`config.mk`:
```
export PLATFORM = sky130hd
export DESIGN_NAME = stitch_pipeline_elastic
export DESIGN_NICKNAME = d
export VERILOG_FILES = /design/src/rtl/stitch_pipeline_elastic.sv
export SDC_FILE = /design/constraint.sdc
export NUM_CORES = 1
export LEC_CHECK = 0
export CORE_MARGIN = 1
export CORE_UTILIZATION = 52
export CTS_BUF_LIST = sky130_fd_sc_hd__clkbuf_4
export DETAILED_ROUTE_END_ITERATION = 10
export PLACE_DENSITY = 0.81
export SLEW_MARGIN = 5
export SYNTH_ARGS = -nofsm -noshare
export SYNTH_HDL_FRONTEND = slang
export SYNTH_SLANG_ARGS = --single-unit
```
`constraint.sdc`:
```
create_clock -name clk -period 5 [get_ports clk]
set_input_delay 1 -clock clk [delete_from_list [all_inputs] [get_ports clk]]
set_output_delay 1 -clock clk [all_outputs]
set_load 0.05 [all_outputs]
```
`src/rtl/stitch_pipeline_elastic.sv`:
```
// ---------------------------------------------------------------------------
// stitch_pipeline_elastic
//
// Elastic register pipeline that carries a DATA_W-bit payload through
// NUM_STAGES valid-guarded stages. The stage datapath is identity; the block
// exists to decouple stitched per-cycle combinational logic from a consumer
// that may stall. Bubbles collapse (an empty stage always accepts), ordering
// is strictly FIFO, and a synchronous flush empties every stage at once.
//
// Parameters
//   DATA_W      payload width in bits (>= 1)
//   NUM_STAGES  number of register stages = zero-stall latency (>= 1)
//   OCC_W       derived width of the occupancy output
//
// Ports
//   clk          single clock, all state updates on the rising edge
//   rst_n        synchronous active-low reset
//   in_data      upstream payload
//   in_valid     upstream payload valid
//   in_ready     block accepts in_data this cycle
//   out_data     payload of the last stage (holds its value when empty)
//   out_valid    last stage holds valid data (forced low during flush/reset)
//   out_ready    downstream accepts out_data
//   flush        discard all in-flight data at the next edge
//   occupancy    number of valid stages
//   stall_count  (only with STITCH_PIPELINE_STALL_CNT_EN defined) saturating
//                count of cycles with out_valid high and out_ready low;
//                cleared by reset only
//
// Optional feature macro: STITCH_PIPELINE_STALL_CNT_EN
// ---------------------------------------------------------------------------
module stitch_pipeline_elastic #(
    parameter  int DATA_W     = 32,
    parameter  int NUM_STAGES = 2,
    localparam int OCC_W      = $clog2(NUM_STAGES + 1)
) (
    input  logic              clk,
    input  logic              rst_n,
    input  logic [DATA_W-1:0] in_data,
    input  logic              in_valid,
    output logic              in_ready,
    output logic [DATA_W-1:0] out_data,
    output logic              out_valid,
    input  logic              out_ready,
    input  logic              flush,
    output logic [OCC_W-1:0]  occupancy
`ifdef STITCH_PIPELINE_STALL_CNT_EN
    ,
    output logic [31:0]       stall_count
`endif
);

    if (NUM_STAGES < 1) begin : g_bad_stages
        $error("stitch_pipeline_elastic: NUM_STAGES must be at least 1");
    end

    logic [NUM_STAGES-1:0] stage_vld;
    logic [DATA_W-1:0]     stage_data [NUM_STAGES];
    logic [NUM_STAGES-1:0] stage_rdy;
    logic                  in_xfer;

    // A stage can take new data when it is empty or when everything in front
    // of it can move. Built back-to-front with a running term so the chain is
    // a single pass rather than a vector that reads itself.
    always_comb begin
        logic run;
        run       = out_ready;
        stage_rdy = '0;
        for (int i = NUM_STAGES - 1; i >= 0; i--) begin
            run          = run | ~stage_vld[i];
            stage_rdy[i] = run;
        end
    end

    assign in_ready  = stage_rdy[0] & ~flush & rst_n;
    assign in_xfer   = in_valid & in_ready;
    assign out_valid = stage_vld[NUM_STAGES-1] & ~flush & rst_n;
    assign out_data  = stage_data[NUM_STAGES-1];

    // Occupancy reflects the registers directly; only reset masks it.
    always_comb begin
        logic [OCC_W-1:0] cnt;
        cnt = '0;
        for (int i = 0; i < NUM_STAGES; i++) begin
            cnt = cnt + OCC_W'(stage_vld[i]);
        end
        occupancy = rst_n ? cnt : '0;
    end

    // Stage registers: a ready stage loads its upstream neighbour's valid bit
    // and copies data only when that neighbour is valid, so an empty stage
    // leaves its payload untouched. Flush clears valids and keeps data.
    always_ff @(posedge clk) begin
        if (!rst_n) begin
            stage_vld <= '0;
            for (int i = 0; i < NUM_STAGES; i++) begin
                stage_data[i] <= '0;
            end
        end else if (flush) begin
            stage_vld <= '0;
        end else begin
            if (stage_rdy[0]) begin
                stage_vld[0] <= in_xfer;
                if (in_xfer) begin
                    stage_data[0] <= in_data;
                end
            end
            for (int i = 1; i < NUM_STAGES; i++) begin
                if (stage_rdy[i]) begin
                    stage_vld[i] <= stage_vld[i-1];
                    if (stage_vld[i-1]) begin
                        stage_data[i] <= stage_data[i-1];
                    end
                end
            end
        end
    end

`ifdef STITCH_PIPELINE_STALL_CNT_EN
    function automatic logic [31:0] sat_inc(input logic [31:0] x);
        return (x == 32'hFFFF_FFFF) ? x : x + 32'd1;
    endfunction

    // Counts cycles where valid output is being held back by the consumer.
    // out_valid is already masked by flush, so flush cycles never count.
    always_ff @(posedge clk) begin
        if (!rst_n) begin
            stall_count <= '0;
        end else if (out_valid && !out_ready) begin
            stall_count <= sat_inc(stall_count);
        end
    end
`endif

endmodule

```
Yosys cells after proc, flatten, opt, wreduce, memory -nomap -nowiden

Memory sizes are Yosys's and may differ from the RTL's.
Index checks and enable logic that the tools add are counted.

Logic and storage cells: 32
RAM bits: 64
Output and inout bits: 36
Register bits after elaboration: 2
Memories kept: 1
Bits of input ports: 37

$add $sub $neg: 1
Multiplexer cells: 14
Reduce and logical (&&, ||, !) cells: 1
Bitwise gates (word level): 13

Memory list:

| name       | depth | bits a word | read ports | clocked after memory_dff | wr ports | line | source |
|---|---|---|---|---|---|---|---|
| stage_data | 2     | 32          | 2          | 0                        | 2        | 58   | `logic [DATA_W-1:0] stage_data [NUM_STAGES];` |

Operators by type and width:

| kind                                   | number |
|---|---|
| 32-bit two-way mux                     | 2 |
| 1-bit two-way mux                      | 11 |
| 1-bit AND                              | 5 |
| 1-bit inverter                         | 4 |
| 1-bit bitwise OR                       | 4 |
| 1-bit by 1-bit adder with 2-bit output | 1 |
| 2-bit two-way mux                      | 1 |
| 2-bit OR reduction                     | 1 |

Logic depth before layout (Yosys ltp)

Gate-level depths: netlist (run 1).

Depth in word-level cells: 12
Mapped depth: 5
Depth with buffers taken out: 2

Worst setup path after synthesis (run 1)

No wires, ideal clock.

Kind: input port to flip-flop
From: in out_ready
To: mem stage_data[0][0] (enable)
Library setup time: 466 ps
Slack: 685 ps
Data required time: 4,534 ps
Stages on the path: 5
Data arrival time: 3,850 ps
Path buffers: 3
Path through: and3b_1 -> clkbuf_2 -> buf_6 -> buf_6 -> o21ai_0

RTL lines:

| item               | line | source |
|---|---|---|
| start: declaration | 44   | `input logic out_ready,` |
| end: declaration   | 58   |  |

Worst setup path after layout (run 1)

From: in rst_n
To: out in_ready

Cells in the longest elaborated chain, start to end: 1

RTL lines:

| item               | line | source |
|---|---|---|
| start: declaration | 38   | `input logic rst_n,` |
| 1-bit AND          | 75   | `assign in_ready = stage_rdy[0] & ~flush & rst_n;` |
| end: declaration   | 41   | `output logic in_ready,` |

No other way between the ends.

==> load_flow_metrics.sql, run 1 <==
INSERT INTO impl_metrics (metric_group, metric, value, unit) VALUES
('global_route', 'global_route.usage.total', '16.9', '%'),
('cts', 'cts_tree', 'yes', ''),
('worst_setup_path', 'required', '4.00', 'ns'),
('synthesis', 'yosys-top-cells-area', 'edfxtp_1 (60%), nor4b_2 (12%), nor4b_1 (10%), buf_4 (7.5%), buf_6 (1.8%)', ''),
('sta', 'period_needed', '3.75', 'ns'),
('worst_setup_path', 'worstPathArrival', '2.75', 'ns'),
('sta', 'setup-tns-final', '0', 'ns'),
('layout', 'post_route_cells_drive_above_1_share', '21.1', '%'),
('pwr', 'power.leakage', '1.20', 'nW'),
('layout', 'number_of_diodes_added_for_antenna_fixing', '0', ''),
('sta', 'tightest_slew', '1.04', 'ns'),
('worst_setup_path', 'worst_case_register_to_register_setup_slack', '2.71', 'ns'),
('cts', 'cts_post_setup_buffers_inserted', '0', ''),
('placement', 'io_buffers', '72', ''),
('synthesis', 'post_synthesis_area_per_instance', '15.9', 'um^2'),
('sta', 'share_of_the_cycle_needed_by_the_critical_path_after_routing', '75.0', '%'),
('synthesis', 'yosys-top-cells-count', 'edfxtp_1 (64), nor4b_1 (37), buf_4 (32)', ''),
('sta', 'final_hold_fails', '0', ''),
('synthesis', 'synth.largest_area_cell', 'edfxtp_1', ''),
('routing', 'detailroute.via_count', '1717', ''),
('layout', 'postLayoutCoreUtil', '64.1', '%'),
('pwr', 'worst_ir_drop_vdd', '0.141', 'mV'),
('layout', 'synthToLayoutAreaGrowth', '19.0', '%'),
('global_route', 'grt_antenna_before_repair', '0', ''),
('synthesis', 'synthesis.yosys.warnings', '0', ''),
('outcome', 'status', 'complete, no violations', ''),
('floorplanning', 'die_height', '80.3', 'um'),
('pwr', 'total_power', '1.11', 'mW'),
('hold_path', 'hp-start', 'stage_data[0][7]', ''),
('routing', 'drcViolationCount', '0', ''),
('routing', 'wl_per_cell', '16.6', 'um'),
('cts', 'tritoncts.num_buffers', '9', ''),
('worst_setup_path', 'critical_path_peak_fanout', '5', ''),
('synthesis', 'yosys.cell_count.top_type', 'edfxtp_1', ''),
('worst_setup_path', 'path_cells', 'clkdlybuf4s50_1 > nand2b_4 > nor2_1 > clkdlybuf4s50_1', ''),
('worst_setup_path', 'r2r_start', 'stage_vld[0]', ''),
('worst_setup_path', 'cp_slowest_cell', 'clkdlybuf4s50_1', ''),
('floorplanning', 'floorplan.rows', '28', ''),
('cts', 'insertion_delay', '0.39', 'ns'),
('synthesis', 'synth_cell_types', '20', ''),
('cts', 'cts_repair_resize_count', '0', ''),
('floorplanning', 'design.core.area', '0.00592', 'mm^2'),
('synthesis', 'postSynth.asyncResetShare', '0', '%'),
('hold_path', 'whs_path_depth', '1', ''),
('routing', 'via_per_inst', '5.50', ''),
('routing', 'detail_route.first_pass.iterations', '4', ''),
('worst_setup_path', 'critPathMostFrequentCell', 'clkdlybuf4s50_1', ''),
('floorplanning', 'die_width', '80.3', 'um'),
('global_route', 'aggregate_global_routing_overflow', '0', ''),
('floorplanning', 'starting_density_of_the_core', '53.9', '%'),
('worst_setup_path', 'r2r-end', 'stage_data[0][16]', ''),
('global_route', 'maximum_number_of_pins_on_one_net_before_global_route_repair', '67', ''),
('placement', 'placer_s_final_routability_congestion_estimate', '0.670', ''),
('placement', 'dpl_worst_slack', '1.22', 'ns'),
('worst_setup_path', 'timing.reg2reg.worst_path_depth', '3', ''),
('synthesis', 'synth-edff-count', '64', ''),
('cts', 'clk_pin_slew_worst_paths', '0.10', 'ns'),
('sta', 'timing.clock.skew', '0.0121', 'ns'),
('sta', 'drv_slew', '0', ''),
('global_route', 'first_pass_grt_wire_length', '7910', 'um'),
('floorplanning', 'pin_count', '73', ''),
('worst_setup_path', 'path_class', 'primary input to output pin', ''),
('worst_setup_path', 'path_depth', '4', ''),
('worst_setup_path', 'critical_path.n_buffers_inverters', '2', ''),
('sta', 'finalSetupViolations', '0', ''),
('hold_path', 'worst_hold_path_type', 'flop to flop', ''),
('sta', 'postLayoutSetupSlackWorst', '1.25', 'ns'),
('global_route', 'number_of_global_route_vias_before_repair', '1653', ''),
('synthesis', 'syn-cell-area', '0.00319', 'mm^2'),
('routing', 'route.final.wire_length', '5180', 'um'),
('synthesis', 'synth_top_cell_area_share', '60.3', '%');
==> cell type report <==
| cell class | count | area (um^2) |
|---|---|---|
| fill | 433 | 2130 |
| sequential | 66 | 1960 |
| multi-input combinational | 79 | 888 |
| timing repair buffer | 75 | 743 |
| tap | 75 | 93.8 |
| clock buffer | 11 | 82.6 |
| clock inverter | 5 | 21.3 |
| inverter | 1 | 3.75 |
==> stage by stage <==
stage | hold slack (ns) | cells | instance area (um^2)
3_5_place_dp | 0.599 | 296 | 3690
4_1_cts | 0.623 | 312 | 3790
3_3_place_gp | 0.588 | 296 | 3690
6_report | 0.620 | 312 | 3790
2_1_floorplan | 0.541 | 200 | 3190
5_1_grt | 0.662 | 312 | 3790
==> cell usage in the layout (no fill, tap or decap), types with 3 or more instances in the layout <==
cell type | Yosys | final
clkbuf_4 | 0 | 11
edfxtp_1 | 64 | 64
nor4b_2 | 25 | 25
nor4b_1 | 37 | 37
clkinv_1 | 0 | 3
buf_4 | 32 | 3
clkdlybuf4s50_1 | 0 | 72
==> report_power, final <==
group	total (mW)	internal, mW	switching (mW)
clock	0.285	0.107	0.177
sequential	0.648	0.640	0.00834
combinational	0.176	0.0702	0.105
==> registers in the layout, indices dropped and copies added, names as in the netlist <==
name / cells
stage_data: 64
stage_vld: 2
==> worst max-delay path by stage <==
stage,start,endpoint,slack (ns)
floorplan,out_ready,stage_data[0][0],0.68
global placement,rst_n,in_ready,1.27
detailed placement,rst_n,in_ready,1.22
CTS,rst_n,in_ready,1.22
global route,rst_n,in_ready,1.20
finish,rst_n,in_ready,1.25
==> routing by layer <==
| layer | vias to the layer above | global-route usage [%] | wire, um |
|---|---|---|---|
| met3 | 10 | 3.52 | 226 |
| met1 | 834 | 21.8 | 2300 |
| met5 | - | 0 | 0 |
| met4 | 0 | 10.9 | 84 |
| li1 | 815 | - | - |
| met2 | 58 | 25.7 | 2580 |
==> worst reg2reg max path: stages (launching register included) <==
cell     delay [ns]
dfxtp_1        0.38
and3b_4        0.21
buf_4          0.38
o21ai_4        0.95
==> kinds of logic after synthesis <==
kind of cell / share of synthesized area (%)
buffers and inverters: 11.8
DFF: 61.5
adders and majority gates: 0.392
and+or+nand+nor: 25.3
AOI/OAI and AO/OA: 0.942
No activity file was read; power rests on OpenSTA's default activity.
==> run 2: changes to the inputs <==
- CORE_UTILIZATION: 52 -> 47
- PLACE_DENSITY: 0.81 -> 0.78
- clock period: 5 -> 3.2 ns (I/O delays scaled with it)
==> run 2 against run 1 <==
Compared with the run above:
- design area grew 3.9%
- the run now ends with design-rule violations left
- worst setup slack lost 0.69 ns
- non-clock buffer count grew 4
- flip-flop and latch count is the same
- critical endpoint unchanged
- clock skew shrank 0.0023 ns
- core utilization shrank 3.1 points
- critical path depth is the same
==> load_flow_metrics.sql, run 2 (synthesized netlist as in run 1, its figures left out) <==
INSERT INTO impl_metrics (metric_group, metric, value, unit) VALUES
('floorplanning', 'pin_count', '73', ''),
('worst_setup_path', 'worst_case_register_to_register_setup_slack', '1.13', 'ns'),
('global_route', 'first_pass_grt_wire_length', '8800', 'um'),
('routing', 'detail_route.first_pass.iterations', '7', ''),
('sta', 'final_hold_fails', '0', ''),
('cts', 'insertion_delay', '0.41', 'ns'),
('floorplanning', 'design.core.area', '0.00646', 'mm^2'),
('layout', 'finish.net_count', '274', ''),
('pwr', 'worst_ir_drop_vdd', '0.243', 'mV'),
('layout', 'post_route_cells_drive_above_1_share', '25.3', '%'),
('pwr', 'total_power', '1.99', 'mW'),
('layout', 'layout.cells.most_common_list', 'clkdlybuf4s50_1 (68), edfxtp_1 (64), nor4b_1 (37)', ''),
('sta', 'finalSetupViolations', '0', ''),
('floorplanning', 'die_height', '84.4', 'um'),
('sta', 'timing.clock.skew', '0.00976', 'ns'),
('sta', 'period_needed', '2.64', 'ns'),
('routing', 'dr.first_iter.drc_count', '74', ''),
('worst_setup_path', 'start_kind', 'primary input', ''),
('worst_setup_path', 'r2r-end', 'stage_data[0][57]', ''),
('sta', 'share_of_the_cycle_needed_by_the_critical_path_after_routing', '82.6', '%'),
('layout', 'layout_commonest_cell', 'clkdlybuf4s50_1', ''),
('routing', 'wl_per_cell', '16.9', 'um'),
('outcome', 'failing_checks', 'design-rule violations', ''),
('routing', 'detailroute.via_count', '1754', ''),
('worst_setup_path', 'cp-end-kind', 'output pin', ''),
('cts', 'cts-htree-levels', '3', ''),
('sta', 'whs', '0.629', 'ns'),
('global_route', 'maximum_number_of_pins_on_one_net_before_global_route_repair', '48', ''),
('pwr', 'power.density', '504', 'mW/mm^2'),
('layout', 'number_of_diodes_added_for_antenna_fixing', '0', ''),
('routing', 'route.antenna.remaining_nets', '0', ''),
('placement', 'io_buffers', '72', ''),
('layout', 'fin_area', '0.00394', 'mm^2'),
('worst_setup_path', 'r2r_start', 'stage_vld[0]', ''),
('sta', 'setup-tns-final', '0', 'ns'),
('cts', 'clk_pin_slew_worst_paths', '0.10', 'ns'),
('routing', 'drcViolationCount', '11', ''),
('layout', 'largest_register_ff_count', '64', ''),
('cts', 'cts_tree', 'yes', ''),
('layout', 'filler_cell_count', '488', ''),
('hold_path', 'hp-start', 'stage_data[0][8]', ''),
('cts', 'clock-sinks', '66', ''),
('layout', 'largest_registers', 'stage_data (64), stage_vld (2)', ''),
('sta', 'slew_headroom', '55.0', '%'),
('layout', 'final_cell_count_no_fill', '318', ''),
('placement', 'placed_area', '0.00376', 'mm^2'),
('cts', 'tritoncts.num_buffers', '9', ''),
('layout', 'area_used_by_multi_input_combinational_logic', '886', 'um^2'),
('sta', 'timing.fmax', '378', 'MHz'),
('placement', 'place.detailed.instances', '302', ''),
('run', 'max_cap_violations', '0', ''),
('sta', 'rsz0062_at_grt', 'false', ''),
('placement', 'placer_s_final_routability_congestion_estimate', '0.743', ''),
('pwr', 'power.leakage', '1.28', 'nW'),
('placement', 'dp_hpwl', '3310', 'um'),
('global_route', 'aggregate_global_routing_overflow', '0', ''),
('outcome', 'status', 'complete, but fails checks', ''),
('global_route', 'grt_antenna_before_repair', '0', ''),
('worst_setup_path', 'worstPathArrival', '2.00', 'ns'),
('floorplanning', 'die_area', '0.00712', 'mm^2'),
('hold_path', 'worst_hold_path_type', 'flop to flop', ''),
('worst_setup_path', 'required', '2.56', 'ns'),
('cts', 'cts_hold_buffers', '0', ''),
('routing', 'via_per_inst', '5.52', ''),
('worst_setup_path', 'timing.reg2reg.worst_path_depth', '3', ''),
('cts', 'cts_post_setup_buffers_inserted', '0', ''),
('layout', 'synthToLayoutAreaGrowth', '23.6', '%'),
('floorplanning', 'floorplan.rows', '29', ''),
('routing', 'route.final.wire_length', '5370', 'um'),
('hold_path', 'hold-path-endpoint', 'stage_data[0][40]', ''),
('floorplanning', 'die_width', '84.4', 'um'),
('cts', 'clock-root-buffer', 'clkbuf_4', ''),
('floorplanning', 'starting_density_of_the_core', '49.4', '%'),
('global_route', 'global_route.usage.total', '16.7', '%'),
('sta', 'tightest_slew', '0.673', 'ns'),
('sta', 'drv_slew', '0', ''),
('cts', 'ctsLongestPathBuffers', '2', ''),
('worst_setup_path', 'critical_path_peak_fanout', '22', ''),
('layout', 'layout.area.seq', '0.00196', 'mm^2'),
('global_route', 'number_of_global_route_vias_before_repair', '1708', ''),
('worst_setup_path', 'path_class', 'primary input to output pin', ''),
('layout', 'regMostFlops', 'stage_data', ''),
('cts', 'cts_repair_resize_count', '0', ''),
('hold_path', 'whs_path_depth', '1', '');
run 2: cell types whose count changed in the layout (fill, tap and decap cells not counted):
cell	previous run	this run
clkinv_2	2	3
clkdlybuf4s50_1	72	68
buf_12	0	4
clkinv_1	3	0
and3b_4	1	0
and3b_2	0	1
clkbuf_4	11	10
buf_4	3	7
bufinv_16	0	3
run 2: metal layers:
layer,vias to the layer above,track usage [%],wire (um)
met5,-,0,0
met4,0,10.6,113
met3,9,4.33,268
met2,56,26.8,2820
met1,861,20.3,2170
li1,828,-,-
run 2: layout make-up:
class,instances,share of cell area (%)
clock buffer,10,1.90
clock inverter,6,2.67
inverter,1,0.0952
multi-input combinational,79,22.5
sequential,66,49.8
tap,77,2.44
timing repair buffer,79,20.6
run 2: through the flow:
step | util, % | setup slack, ns
floorplan | - | 0.114
global placement | 58.2 | 0.560
detailed placement | 58.2 | 0.474
CTS | 61.0 | 0.545
global route | 61.0 | 0.481
finish | 61.0 | 0.555
run 2: where the power goes:
| group | total [mW] | internal, mW | switching [mW] |
|---|---|---|---|
| combinational | 0.287 | 0.119 | 0.168 |
| clock | 0.689 | 0.401 | 0.289 |
| sequential | 1.01 | 0.998 | 0.0117 |
run 2: worst max-delay path, cell delays in order:
cell             delay [ns]
clkdlybuf4s50_1        0.41
and3b_2                0.60
nor2_1                 0.16
buf_12                 0.18
run 2: worst max-delay path by stage:
stage / from / end / slack (ns)
finish: out_ready / in_ready / 0.56
global route: rst_n / out_valid / 0.48
CTS: out_ready / in_ready / 0.54
detailed placement: out_ready / stage_data[0][58] / 0.47
global placement: out_ready / stage_data[0][58] / 0.56
floorplan: out_ready / stage_data[0][0] / 0.11
